===== src/rtl/deser_lane_arbiter_if.sv =====
// Word-level bundle between the serial lane front ends, the deserializer
// arbiter and the word consumer.
//   req_i/data_i/data_val_i : per-lane request, serial bit and bit-valid
//   gnt_o                   : one-hot grant back to the lanes
//   word_o/word_lane_o      : deserialized word and its source lane
//   word_val_o/word_rdy_i   : word valid/ready handshake
//   abort_o                 : burst aborted pulse
// The master modport is the lane/consumer side; the slave modport is the arbiter.
interface deser_lane_arbiter_if #(
    parameter int unsigned LANES = 4,
    parameter int unsigned WIDTH = 16
);
    localparam int unsigned IDX_W = (LANES > 1) ? $clog2(LANES) : 1;

    logic [LANES-1:0] req_i;
    logic [LANES-1:0] data_i;
    logic [LANES-1:0] data_val_i;
    logic [LANES-1:0] gnt_o;
    logic [WIDTH-1:0] word_o;
    logic [IDX_W-1:0] word_lane_o;
    logic             word_val_o;
    logic             word_rdy_i;
    logic             abort_o;

    modport master (
        output req_i, data_i, data_val_i, word_rdy_i,
        input  gnt_o, word_o, word_lane_o, word_val_o, abort_o
    );

    modport slave (
        input  req_i, data_i, data_val_i, word_rdy_i,
        output gnt_o, word_o, word_lane_o, word_val_o, abort_o
    );
endinterface


===== src/rtl/deser_lane_arbiter.sv =====
// Round-robin shared serial-to-parallel deserializer.
// One of LANES serial requesters is granted per word; its bits are shifted in
// MSB first and the finished word is offered on a valid/ready output along
// with the lane index.
// Ports:
//   clk_i    : clock, rising edge
//   arst_n_i : asynchronous reset, active-low
//   bus      : deser_lane_arbiter_if.slave (request/serial inputs, grant,
//              word handshake, abort pulse)
// Optional feature: define DESER_ARB_TIMEOUT_EN to abort a burst after
// TIMEOUT_CYCLES consecutive cycles without a valid bit from the granted lane.
module deser_lane_arbiter #(
    parameter int unsigned LANES          = 4,
    parameter int unsigned WIDTH          = 16,
    parameter int unsigned TIMEOUT_CYCLES = 64
) (
    input  logic                  clk_i,
    input  logic                  arst_n_i,
    deser_lane_arbiter_if.slave   bus
);
    localparam int unsigned IDX_W = (LANES > 1) ? $clog2(LANES) : 1;
    localparam int unsigned CNT_W = (WIDTH > 1) ? $clog2(WIDTH) : 1;

    // Elaboration-time parameter range check
    if (LANES < 2 || LANES > 16 || WIDTH < 1 || TIMEOUT_CYCLES < 1) begin : g_param_check
        $error("deser_lane_arbiter: parameter out of range");
    end

    typedef enum logic [1:0] {
        ST_IDLE  = 2'd0,
        ST_SHIFT = 2'd1,
        ST_OUT   = 2'd2
    } state_e;

    state_e           state_q,      state_d;
    logic [LANES-1:0] gnt_q,        gnt_d;
    logic [IDX_W-1:0] gidx_q,       gidx_d;
    logic [IDX_W-1:0] rr_q,         rr_d;
    logic [CNT_W-1:0] cnt_q,        cnt_d;
    logic [WIDTH-1:0] shift_q,      shift_d;
    logic [WIDTH-1:0] word_q,       word_d;
    logic [IDX_W-1:0] word_lane_q,  word_lane_d;
    logic             word_val_q,   word_val_d;

    logic [IDX_W-1:0] sel_c;
    logic             any_req_c;
    logic             bit_val_c;
    logic             bit_dat_c;

`ifdef DESER_ARB_TIMEOUT_EN
    localparam int unsigned TO_W = $clog2(TIMEOUT_CYCLES + 1);
    logic [TO_W-1:0]  idle_q,       idle_d;
    logic             abort_q,      abort_d;
`endif

    // Round-robin pick: first requesting lane at or after the pointer
    always_comb begin
        int unsigned j;
        j         = 0;
        sel_c     = '0;
        any_req_c = 1'b0;
        for (int unsigned i = 0; i < LANES; i++) begin
            j = 32'(rr_q) + i;
            if (j >= LANES) begin
                j = j - LANES;
            end
            if (!any_req_c && bus.req_i[IDX_W'(j)]) begin
                any_req_c = 1'b1;
                sel_c     = IDX_W'(j);
            end
        end
    end

    assign bit_val_c = bus.data_val_i[gidx_q];
    assign bit_dat_c = bus.data_i[gidx_q];

    // Next-state and registered-output logic
    always_comb begin
        state_d     = state_q;
        gnt_d       = gnt_q;
        gidx_d      = gidx_q;
        rr_d        = rr_q;
        cnt_d       = cnt_q;
        shift_d     = shift_q;
        word_d      = word_q;
        word_lane_d = word_lane_q;
        word_val_d  = word_val_q;
`ifdef DESER_ARB_TIMEOUT_EN
        idle_d      = idle_q;
        abort_d     = 1'b0;
`endif
        unique case (state_q)
            ST_IDLE: begin
                if (any_req_c) begin
                    state_d        = ST_SHIFT;
                    gnt_d          = '0;
                    gnt_d[sel_c]   = 1'b1;
                    gidx_d         = sel_c;
                    cnt_d          = CNT_W'(WIDTH - 1);
                    rr_d           = (sel_c == IDX_W'(LANES - 1)) ? '0 : IDX_W'(sel_c + 1'b1);
`ifdef DESER_ARB_TIMEOUT_EN
                    idle_d         = '0;
`endif
                end
            end
            ST_SHIFT: begin
                if (bit_val_c) begin
                    shift_d[cnt_q] = bit_dat_c;
`ifdef DESER_ARB_TIMEOUT_EN
                    idle_d         = '0;
`endif
                    if (cnt_q == '0) begin
                        // Last bit: publish the completed word next cycle
                        state_d     = ST_OUT;
                        gnt_d       = '0;
                        word_d      = shift_d;
                        word_lane_d = gidx_q;
                        word_val_d  = 1'b1;
                        cnt_d       = CNT_W'(WIDTH - 1);
                    end else begin
                        cnt_d = cnt_q - 1'b1;
                    end
                end
`ifdef DESER_ARB_TIMEOUT_EN
                else if (idle_q == TO_W'(TIMEOUT_CYCLES - 1)) begin
                    // Granted lane went silent too long: drop the partial word
                    state_d = ST_IDLE;
                    gnt_d   = '0;
                    cnt_d   = CNT_W'(WIDTH - 1);
                    idle_d  = '0;
                    abort_d = 1'b1;
                end else begin
                    idle_d = idle_q + 1'b1;
                end
`endif
            end
            ST_OUT: begin
                if (bus.word_rdy_i) begin
                    state_d    = ST_IDLE;
                    word_val_d = 1'b0;
                end
            end
            default: begin
                state_d = ST_IDLE;
            end
        endcase
    end

    // State and output registers
    always_ff @(posedge clk_i or negedge arst_n_i) begin
        if (!arst_n_i) begin
            state_q     <= ST_IDLE;
            gnt_q       <= '0;
            gidx_q      <= '0;
            rr_q        <= '0;
            cnt_q       <= CNT_W'(WIDTH - 1);
            shift_q     <= '0;
            word_q      <= '0;
            word_lane_q <= '0;
            word_val_q  <= 1'b0;
        end else begin
            state_q     <= state_d;
            gnt_q       <= gnt_d;
            gidx_q      <= gidx_d;
            rr_q        <= rr_d;
            cnt_q       <= cnt_d;
            shift_q     <= shift_d;
            word_q      <= word_d;
            word_lane_q <= word_lane_d;
            word_val_q  <= word_val_d;
        end
    end

`ifdef DESER_ARB_TIMEOUT_EN
    // Timeout counter and abort pulse
    always_ff @(posedge clk_i or negedge arst_n_i) begin
        if (!arst_n_i) begin
            idle_q  <= '0;
            abort_q <= 1'b0;
        end else begin
            idle_q  <= idle_d;
            abort_q <= abort_d;
        end
    end

    assign bus.abort_o = abort_q;
`else
    assign bus.abort_o = 1'b0;
`endif

    assign bus.gnt_o       = gnt_q;
    assign bus.word_o      = word_q;
    assign bus.word_lane_o = word_lane_q;
    assign bus.word_val_o  = word_val_q;

endmodule


===== src/flat_wrapper.sv =====
// flat-port wrapper written by rule: the top's interface ports become plain ports
module deser_lane_arbiter_flat 
#(
    parameter int unsigned LANES          = 4,
    parameter int unsigned WIDTH          = 16,
    parameter int unsigned TIMEOUT_CYCLES = 64
)
  (clk_i, arst_n_i, bus_req_i, bus_data_i, bus_data_val_i, bus_word_rdy_i, bus_gnt_o, bus_word_o, bus_word_lane_o, bus_word_val_o, bus_abort_o);
  deser_lane_arbiter_if #(.LANES(LANES), .WIDTH(WIDTH)) bus_i ();
  input  logic clk_i;
  input  logic arst_n_i;
  input wire logic [$bits(bus_i.req_i)-1:0] bus_req_i;
  input wire logic [$bits(bus_i.data_i)-1:0] bus_data_i;
  input wire logic [$bits(bus_i.data_val_i)-1:0] bus_data_val_i;
  input wire logic [$bits(bus_i.word_rdy_i)-1:0] bus_word_rdy_i;
  output wire logic [$bits(bus_i.gnt_o)-1:0] bus_gnt_o;
  output wire logic [$bits(bus_i.word_o)-1:0] bus_word_o;
  output wire logic [$bits(bus_i.word_lane_o)-1:0] bus_word_lane_o;
  output wire logic [$bits(bus_i.word_val_o)-1:0] bus_word_val_o;
  output wire logic [$bits(bus_i.abort_o)-1:0] bus_abort_o;
  assign bus_i.req_i = bus_req_i;
  assign bus_i.data_i = bus_data_i;
  assign bus_i.data_val_i = bus_data_val_i;
  assign bus_i.word_rdy_i = bus_word_rdy_i;
  assign bus_gnt_o = bus_i.gnt_o;
  assign bus_word_o = bus_i.word_o;
  assign bus_word_lane_o = bus_i.word_lane_o;
  assign bus_word_val_o = bus_i.word_val_o;
  assign bus_abort_o = bus_i.abort_o;
  deser_lane_arbiter #(.LANES(LANES), .WIDTH(WIDTH), .TIMEOUT_CYCLES(TIMEOUT_CYCLES)) u_core (.clk_i(clk_i), .arst_n_i(arst_n_i), .bus(bus_i));
endmodule

===== config.mk =====
export PLATFORM = sky130hd
export DESIGN_NAME = deser_lane_arbiter_flat
export DESIGN_NICKNAME = d
export VERILOG_FILES = /design/src/rtl/deser_lane_arbiter_if.sv /design/src/rtl/deser_lane_arbiter.sv /design/src/flat_wrapper.sv
export SDC_FILE = /design/constraint.sdc
export NUM_CORES = 1
export LEC_CHECK = 0
export BUFFER_PORTS_ARGS = -buffer_cell sky130_fd_sc_hd__buf_2
export CAP_MARGIN = 20
export CORE_ASPECT_RATIO = 0.7
export CORE_UTILIZATION = 30
export CTS_BUF_LIST = sky130_fd_sc_hd__clkbuf_16
export DETAILED_ROUTE_END_ITERATION = 8
export SYNTH_ARGS = -nofsm -noshare
export SYNTH_HDL_FRONTEND = slang
export SYNTH_SLANG_ARGS = --single-unit

===== constraint.sdc =====
create_clock -name clk_i -period 1.8 [get_ports clk_i]
set_input_delay 0.27 -clock clk_i [delete_from_list [all_inputs] [get_ports clk_i]]
set_output_delay 0.27 -clock clk_i [all_outputs]
set_load 0.01 [all_outputs]

# Yosys cells after proc, flatten, opt, wreduce, memory -nomap -nowiden
# Index checks and enable logic that the tools add are counted.
totals:
  regBits: 49
  latchBits: 0
  ramBits: 0
  rom_bits: 0
  output_inout_bits: 24
  mem_count: 0
classes:
  n_addsub: 9
  mul: 0
  div: 0
  order_cmp: 13
  eq_ne: 7
  shifts: 0
  mux: 47
  n_bitwise: 0
  n_reduce_logical: 19
op_table:
  columns: ["op", "count"]
  rows:
  - ["2-to-1 mux 2 bit", 13]
  - ["2-to-1 mux 4 bit", 6]
  - ["< comparator 2 x 3 -> 1 bit (second input constant)", 6]
  - ["bitwise mux 16 bit", 1]
  - ["case mux 4 bit (2 select lines)", 2]
  - ["2-to-1 mux 1 bit", 15]
  - ["binary-select mux 1 bit (select 2 bit)", 6]
  - ["AND reduction 4 bit", 3]
  - [">= comparator 3 bit (second input constant)", 3]
  - ["subtractor 2 x 1 -> 2 bit (second input constant)", 4]
  - ["adder 2 x 2 -> 3 bit (second input constant)", 2]
  - ["inequality test 2 x 1 -> 1 bit (second input constant)", 3]
  - ["case mux 2 bit (3 select lines)", 1]
  - ["AND reduction 3 bit", 2]
  - ["logical AND 1 bit", 5]
  - ["< comparator 4 x 5 -> 1 bit (second input constant)", 1]
  - ["demux 1 bit (select 4 bit)", 1]
  - ["== test 2 bit (second input constant)", 2]
  - [">= comparator 4 x 1 -> 1 bit (second input constant)", 1]
  - ["zero test 4 bit", 1]
  - ["AND reduction 2 bit", 2]
  - ["nonzero test 2 bit", 2]
  - ["subtractor 4 x 1 -> 4 bit (second input constant)", 1]
  - ["adder 2 x 1 -> 3 bit (second input constant)", 1]
  - ["other kinds (9)", 11]

# Logic depth before layout (Yosys ltp)
depth:
  word_depth: 20
  mapped_depth: 7

# Worst setup path after synthesis
# Ideal clock, no wire load.
synth_path:
  kind: "register to register"
  from: "reg u_core.cnt_q[0]"
  to: "reg u_core.gnt_q[0], in the netlist u_core.bus.gnt_o[0]"
  setup_ns: 0.121
  arrival_ns: 1.585
  required_ns: 1.679
  path_slack_ns: 0.094
  path_stages_with_launch: 6
  period_less_slack_ns: 1.706
  path_cell_list: "dfstp_2 -> inv_1 -> ha_1 -> a21o_1 -> or4b_4 -> a22o_1"
synth_via:
  elab_chain_cells: 3
synth_rtl:
  columns: ["item", "line_no", "source"]
  rows:
  - ["from (decl)", "deser_lane_arbiter.sv:39", "logic [CNT_W-1:0] cnt_q, cnt_d;"]
  - ["from (signal assigned)", "deser_lane_arbiter.sv:156", "cnt_q <= CNT_W'(WIDTH - 1);"]
  - ["from (signal assigned)", "deser_lane_arbiter.sv:166", "cnt_q <= cnt_d;"]
  - ["zero test 4 bit", "deser_lane_arbiter.sv:112", "if (cnt_q == '0) begin"]
  - ["inequality test 2 x 1 -> 1 bit (no line)", null, null]
  - ["AND reduction 4 bit (no line)", null, null]
  - ["to (signal assigned)", "deser_lane_arbiter.sv:163", "gnt_q <= gnt_d;"]
  - ["to (decl)", "deser_lane_arbiter.sv:36", "logic [LANES-1:0] gnt_q, gnt_d;"]
# No other way between the ends.
# A chain may end at the register's enable or synchronous reset.

# Final worst setup path
layout_path:
  from: "reg u_core.gidx_q[0]"
  to: "reg u_core.shift_q[14]"
layout_via:
  elab_chain_cells: 3
layout_rtl:
  columns: ["item", "line_no", "source"]
  rows:
  - ["from (decl)", "deser_lane_arbiter.sv:37", "logic [IDX_W-1:0] gidx_q, gidx_d;"]
  - ["from (signal assigned)", "deser_lane_arbiter.sv:164", "gidx_q <= gidx_d;"]
  - ["binary-select mux 1 bit (select 2 bit), on equally long branches", "deser_lane_arbiter.sv:75, deser_lane_arbiter.sv:74", null]
  - ["2-to-1 mux 1 bit, on equally long branches", "deser_lane_arbiter.sv:75, deser_lane_arbiter.sv:74", null]
  - ["bitwise mux 16 bit or AND reduction 2 bit (tied branches)", null, null]
  - ["to (signal assigned)", "deser_lane_arbiter.sv:167", "shift_q <= shift_d;"]
  - ["to (decl)", "deser_lane_arbiter.sv:40", "logic [WIDTH-1:0] shift_q, shift_d;"]
# Several ways; a longest one is shown, not always the timed one. The select of a mux whose other input is x is not followed.

==> insert_results.sql <==
INSERT INTO impl_metrics (metric_group, metric, value, unit) VALUES
('route', 'viasPerCell', '4.75', ''),
('synth', 'synth_async_sr_flop_share', '100', '%'),
('critical_path', 'r2r_slack', '0.04', 'ns'),
('min_path', 'number_of_cells_on_the_worst_hold_path', '2', ''),
('cells_and_area', 'layout-drive-gt1-share', '32.9', '%'),
('route', 'postRouteAntennaNets', '0', ''),
('floorplanning', 'floorplan.die.height', '76.0', 'um'),
('route', 'drc', '0', ''),
('global_routing', 'grt_pass1_vias', '1804', ''),
('synth', 'yosysTopAreaCellShare', '46.9', '%'),
('placement', 'post-place-ws', '0.0558', 'ns'),
('global_routing', 'number_of_antenna_violations_at_the_first_check_in_global_routing', '0', ''),
('critical_path', 'worstRegToRegCells', '4', ''),
('clock_network', 'h-tree-depth', '2', ''),
('floorplanning', 'initial_core_util', '31.6', '%'),
('critical_path', 'timing.critical_path.required', '1.98', 'ns'),
('timing', 'rsz0062_at_grt', 'true', ''),
('timing', 'layout_setup_ws', '0.0373', 'ns'),
('clock_network', 'cts_inserted_buffers', '5', ''),
('timing', 'skew', '0.00687', 'ns'),
('critical_path', 'critPathKind', 'reg2reg', ''),
('timing', 'setup_violations', '0', ''),
('synth', 'yosys-top-cells-count', '59 x sky130_fd_sc_hd__nand2_1, 44 x sky130_fd_sc_hd__dfrtp_1, 18 x sky130_fd_sc_hd__mux2_2, 18 x sky130_fd_sc_hd__o21ai_0, 10 x sky130_fd_sc_hd__inv_1', ''),
('min_path', 'hold_crit_class', 'in2reg', ''),
('critical_path', 'worstSetupStartpointType', 'flip-flop', ''),
('critical_path', 'cp_max_fo', '7', ''),
('timing', 'slew_viol_final', '0', ''),
('timing', 'final_min_period_over_clock_period', '97.9', '%'),
('pwr', 'static-leakage-power', '0.00145', 'uW'),
('route', 'drt_iter0_drc', '78', ''),
('synth', 'synth_edf_count', '0', ''),
('timing', 'min_period', '1.76', 'ns'),
('clock_network', 'max-clock-path-buffers', '2', ''),
('floorplanning', 'top_level_pins', '39', ''),
('clock_network', 'cts_tree', 'built', ''),
('clock_network', 'cts.repair_timing.setup_buffer_count', '0', ''),
('timing', 'final.hold.worst_slack', '0.180', 'ns'),
('critical_path', 'setup.worst_path.end_class', 'flip-flop', ''),
('timing', 'finalSetupTns', '0', 'ns'),
('synth', 'syn_avg_cell_area', '10.1', 'um2'),
('synth', 'synth_fp_nets', '257', ''),
('placement', 'routability_cong', '0.844', ''),
('outcome', 'result_of_the_run', 'complete, no violations', ''),
('floorplanning', 'core_area', '7420', 'um2'),
('pwr', 'pwr_density_cell', '1680', 'nW/um2'),
('floorplanning', 'dieArea', '8180', 'um2'),
('synth', 'netlist-cell-type-count', '40', ''),
('cells_and_area', 'syn2layout_area_growth', '26.2', '%'),
('synth', 'synth_seq_area_share', '51.4', '%'),
('clock_network', 'clock_insertion_delay_worst_skew', '0.29', 'ns'),
('cells_and_area', 'layout.nets', '318', ''),
('global_routing', 'global_route_wire_length_before_repair', '9.09', 'mm'),
('global_routing', 'grt_use_total', '14.6', '%'),
('cells_and_area', 'finalNonFillerCells', '393', ''),
('cells_and_area', 'fraction_of_the_core_area_covered_by_cells_at_the_end_of_the_flow', '39.9', '%'),
('synth', 'post-synth-top-area-cell', 'sky130_fd_sc_hd__dfrtp_1', ''),
('clock_network', 'clkSinkCount', '48', ''),
('synth', 'synth.ff_latch_count', '48', ''),
('route', 'dr_total_vias', '1867', ''),
('critical_path', 'critical_path.reg2reg.endpoint', 'u_core.shift_q[14]$_DFFE_PN0P_', ''),
('critical_path', 'r2r-start', 'u_core.gidx_q[0]$_DFFE_PN0P_', ''),
('route', 'routed_wire_length_per_instance', '14.0', 'um'),
('cells_and_area', 'final-seq-area', '1210', 'um2'),
('route', 'drt-pass1-iter-count', '4', ''),
('pwr', 'max-vdd-ir-drop', '0.544', 'mV'),
('placement', 'dp_cells', '384', ''),
('min_path', 'hp-start', 'bus_word_rdy_i', ''),
('cells_and_area', 'multi_input_area', '1070', 'um2'),
('synth', 'post_synth_main_area_contributors', 'sky130_fd_sc_hd__dfrtp_1 47%, sky130_fd_sc_hd__nand2_1 9.4%, sky130_fd_sc_hd__mux2_2 8.6%', ''),
('clock_network', 'worst_setup_hold_path_clk_slew', '0.06', 'ns'),
('placement', 'hpwl', '4.19', 'mm');
-- area by class of cell --
class                      instances  share of cell area [%]
clock inverter                     3                   0.634
inverter                          10                    1.27
timing repair buffer              62                    12.8
multi-input combinational        167                    36.2
clock buffer                       5                    4.22
tap                               98                    4.14
sequential                        48                    40.7
-- worst max-delay path by stage --
stage                                 startpoint                               endpoint  slack [ns]  cells past startpoint
floorplan            u_core.cnt_q[0]$_DFFE_PN1P_        u_core.bus.gnt_o[0]$_DFFE_PN0P_        0.09                      5
global placement    u_core.gidx_q[0]$_DFFE_PN0P_  u_core.bus.word_lane_o[0]$_DFFE_PN0P_        0.08                      4
detailed placement  u_core.gidx_q[0]$_DFFE_PN0P_          u_core.shift_q[6]$_DFFE_PN0P_        0.06                      4
CTS                 u_core.gidx_q[0]$_DFFE_PN0P_          u_core.shift_q[3]$_DFFE_PN0P_        0.03                      4
global route        u_core.gidx_q[0]$_DFFE_PN0P_         u_core.shift_q[14]$_DFFE_PN0P_       -0.02                      4
finish              u_core.gidx_q[0]$_DFFE_PN0P_         u_core.shift_q[14]$_DFFE_PN0P_        0.04                      4
-- routing by layer --
layer | track usage [%] | part of all wire [%] | vias up
met5 | 0 | 0 | -
met4 | 6.16 | 1.8 | 0
met3 | 3.08 | 4.0 | 8
met2 | 19.9 | 41 | 41
met1 | 22.2 | 53 | 898
li1 | - | - | 920
-- logic make-up (layout without fill, tap and decap cells) --
family	after synthesis	after routing	share of synthesized area (%)
AND/OR/NAND/NOR	93	93	18.0
adder cells (fa/ha/maj)	9	9	4.80
other	1	1	0.160
multiplexers	21	21	11.1
AO/OA/AOI/OAI	43	43	11.3
buffers and inverters	18	80	3.15
flip-flops	48	48	51.4
-- state kept, by name, indices dropped and copies added, names as in the netlist --
register / flops
u_core.shift_q: 15
u_core.gidx_q: 2
u_core.bus.word_lane_o: 2
u_core.state_q: 2
u_core.cnt_q: 4
u_core.rr_q: 2
u_core.bus.word_o: 16
u_core.bus.gnt_o: 4
u_core.bus.word_val_o: 1
-- timing repair --
action,CTS,global route
hold endpoints to repair,17,0
gates resized for setup,0,4
hold buffers,1,0
endpoints found under the setup margin,0,10
-- power breakdown --
group	leakage (uW)	total, uW	switching [uW]	internal, uW
Combinational	0.000781	2200	1170	1030
Sequential	0.000605	1860	302	1560
Clock	0.0000635	917	407	510
Total	0.00145	4970	1880	3090
-- critical path, cell delays in order (launching register included) --
cell,delay [ns]
sky130_fd_sc_hd__dfrtp_1,0.37
sky130_fd_sc_hd__mux4_2,0.60
sky130_fd_sc_hd__and2_2,0.27
sky130_fd_sc_hd__nand2_1,0.09
sky130_fd_sc_hd__mux2_2,0.33
-- cell usage in the layout, fill, tap and decap left out, types with 2 or more instances in the layout --
cell type                    count
sky130_fd_sc_hd__nor2_1          6
sky130_fd_sc_hd__a22o_1          5
sky130_fd_sc_hd__a21oi_1         5
sky130_fd_sc_hd__a21boi_0        3
sky130_fd_sc_hd__nor2b_1         3
sky130_fd_sc_hd__a31oi_1         3
sky130_fd_sc_hd__o21ai_0        18
sky130_fd_sc_hd__and2_1          3
sky130_fd_sc_hd__clkbuf_16       5
sky130_fd_sc_hd__nand2_1        59
sky130_fd_sc_hd__dfstp_2         4
sky130_fd_sc_hd__buf_4          23
sky130_fd_sc_hd__buf_2          37
sky130_fd_sc_hd__nor3_1          6
sky130_fd_sc_hd__nand3_1         5
sky130_fd_sc_hd__nand2b_1        2
sky130_fd_sc_hd__ha_1            8
sky130_fd_sc_hd__mux2_2         18
sky130_fd_sc_hd__clkinvlp_4      2
sky130_fd_sc_hd__inv_1          10
sky130_fd_sc_hd__dfrtp_1        44
-- metrics by stage --
stage	total power, uW	area [um2]
5_1_grt	5380	2960
2_1_floorplan	3150	2350
3_3_place_gp	4000	2800
3_5_place_dp	4060	2800
6_report	4970	2960
4_1_cts	5000	2950
No activity file was read; power rests on OpenSTA's default activity.
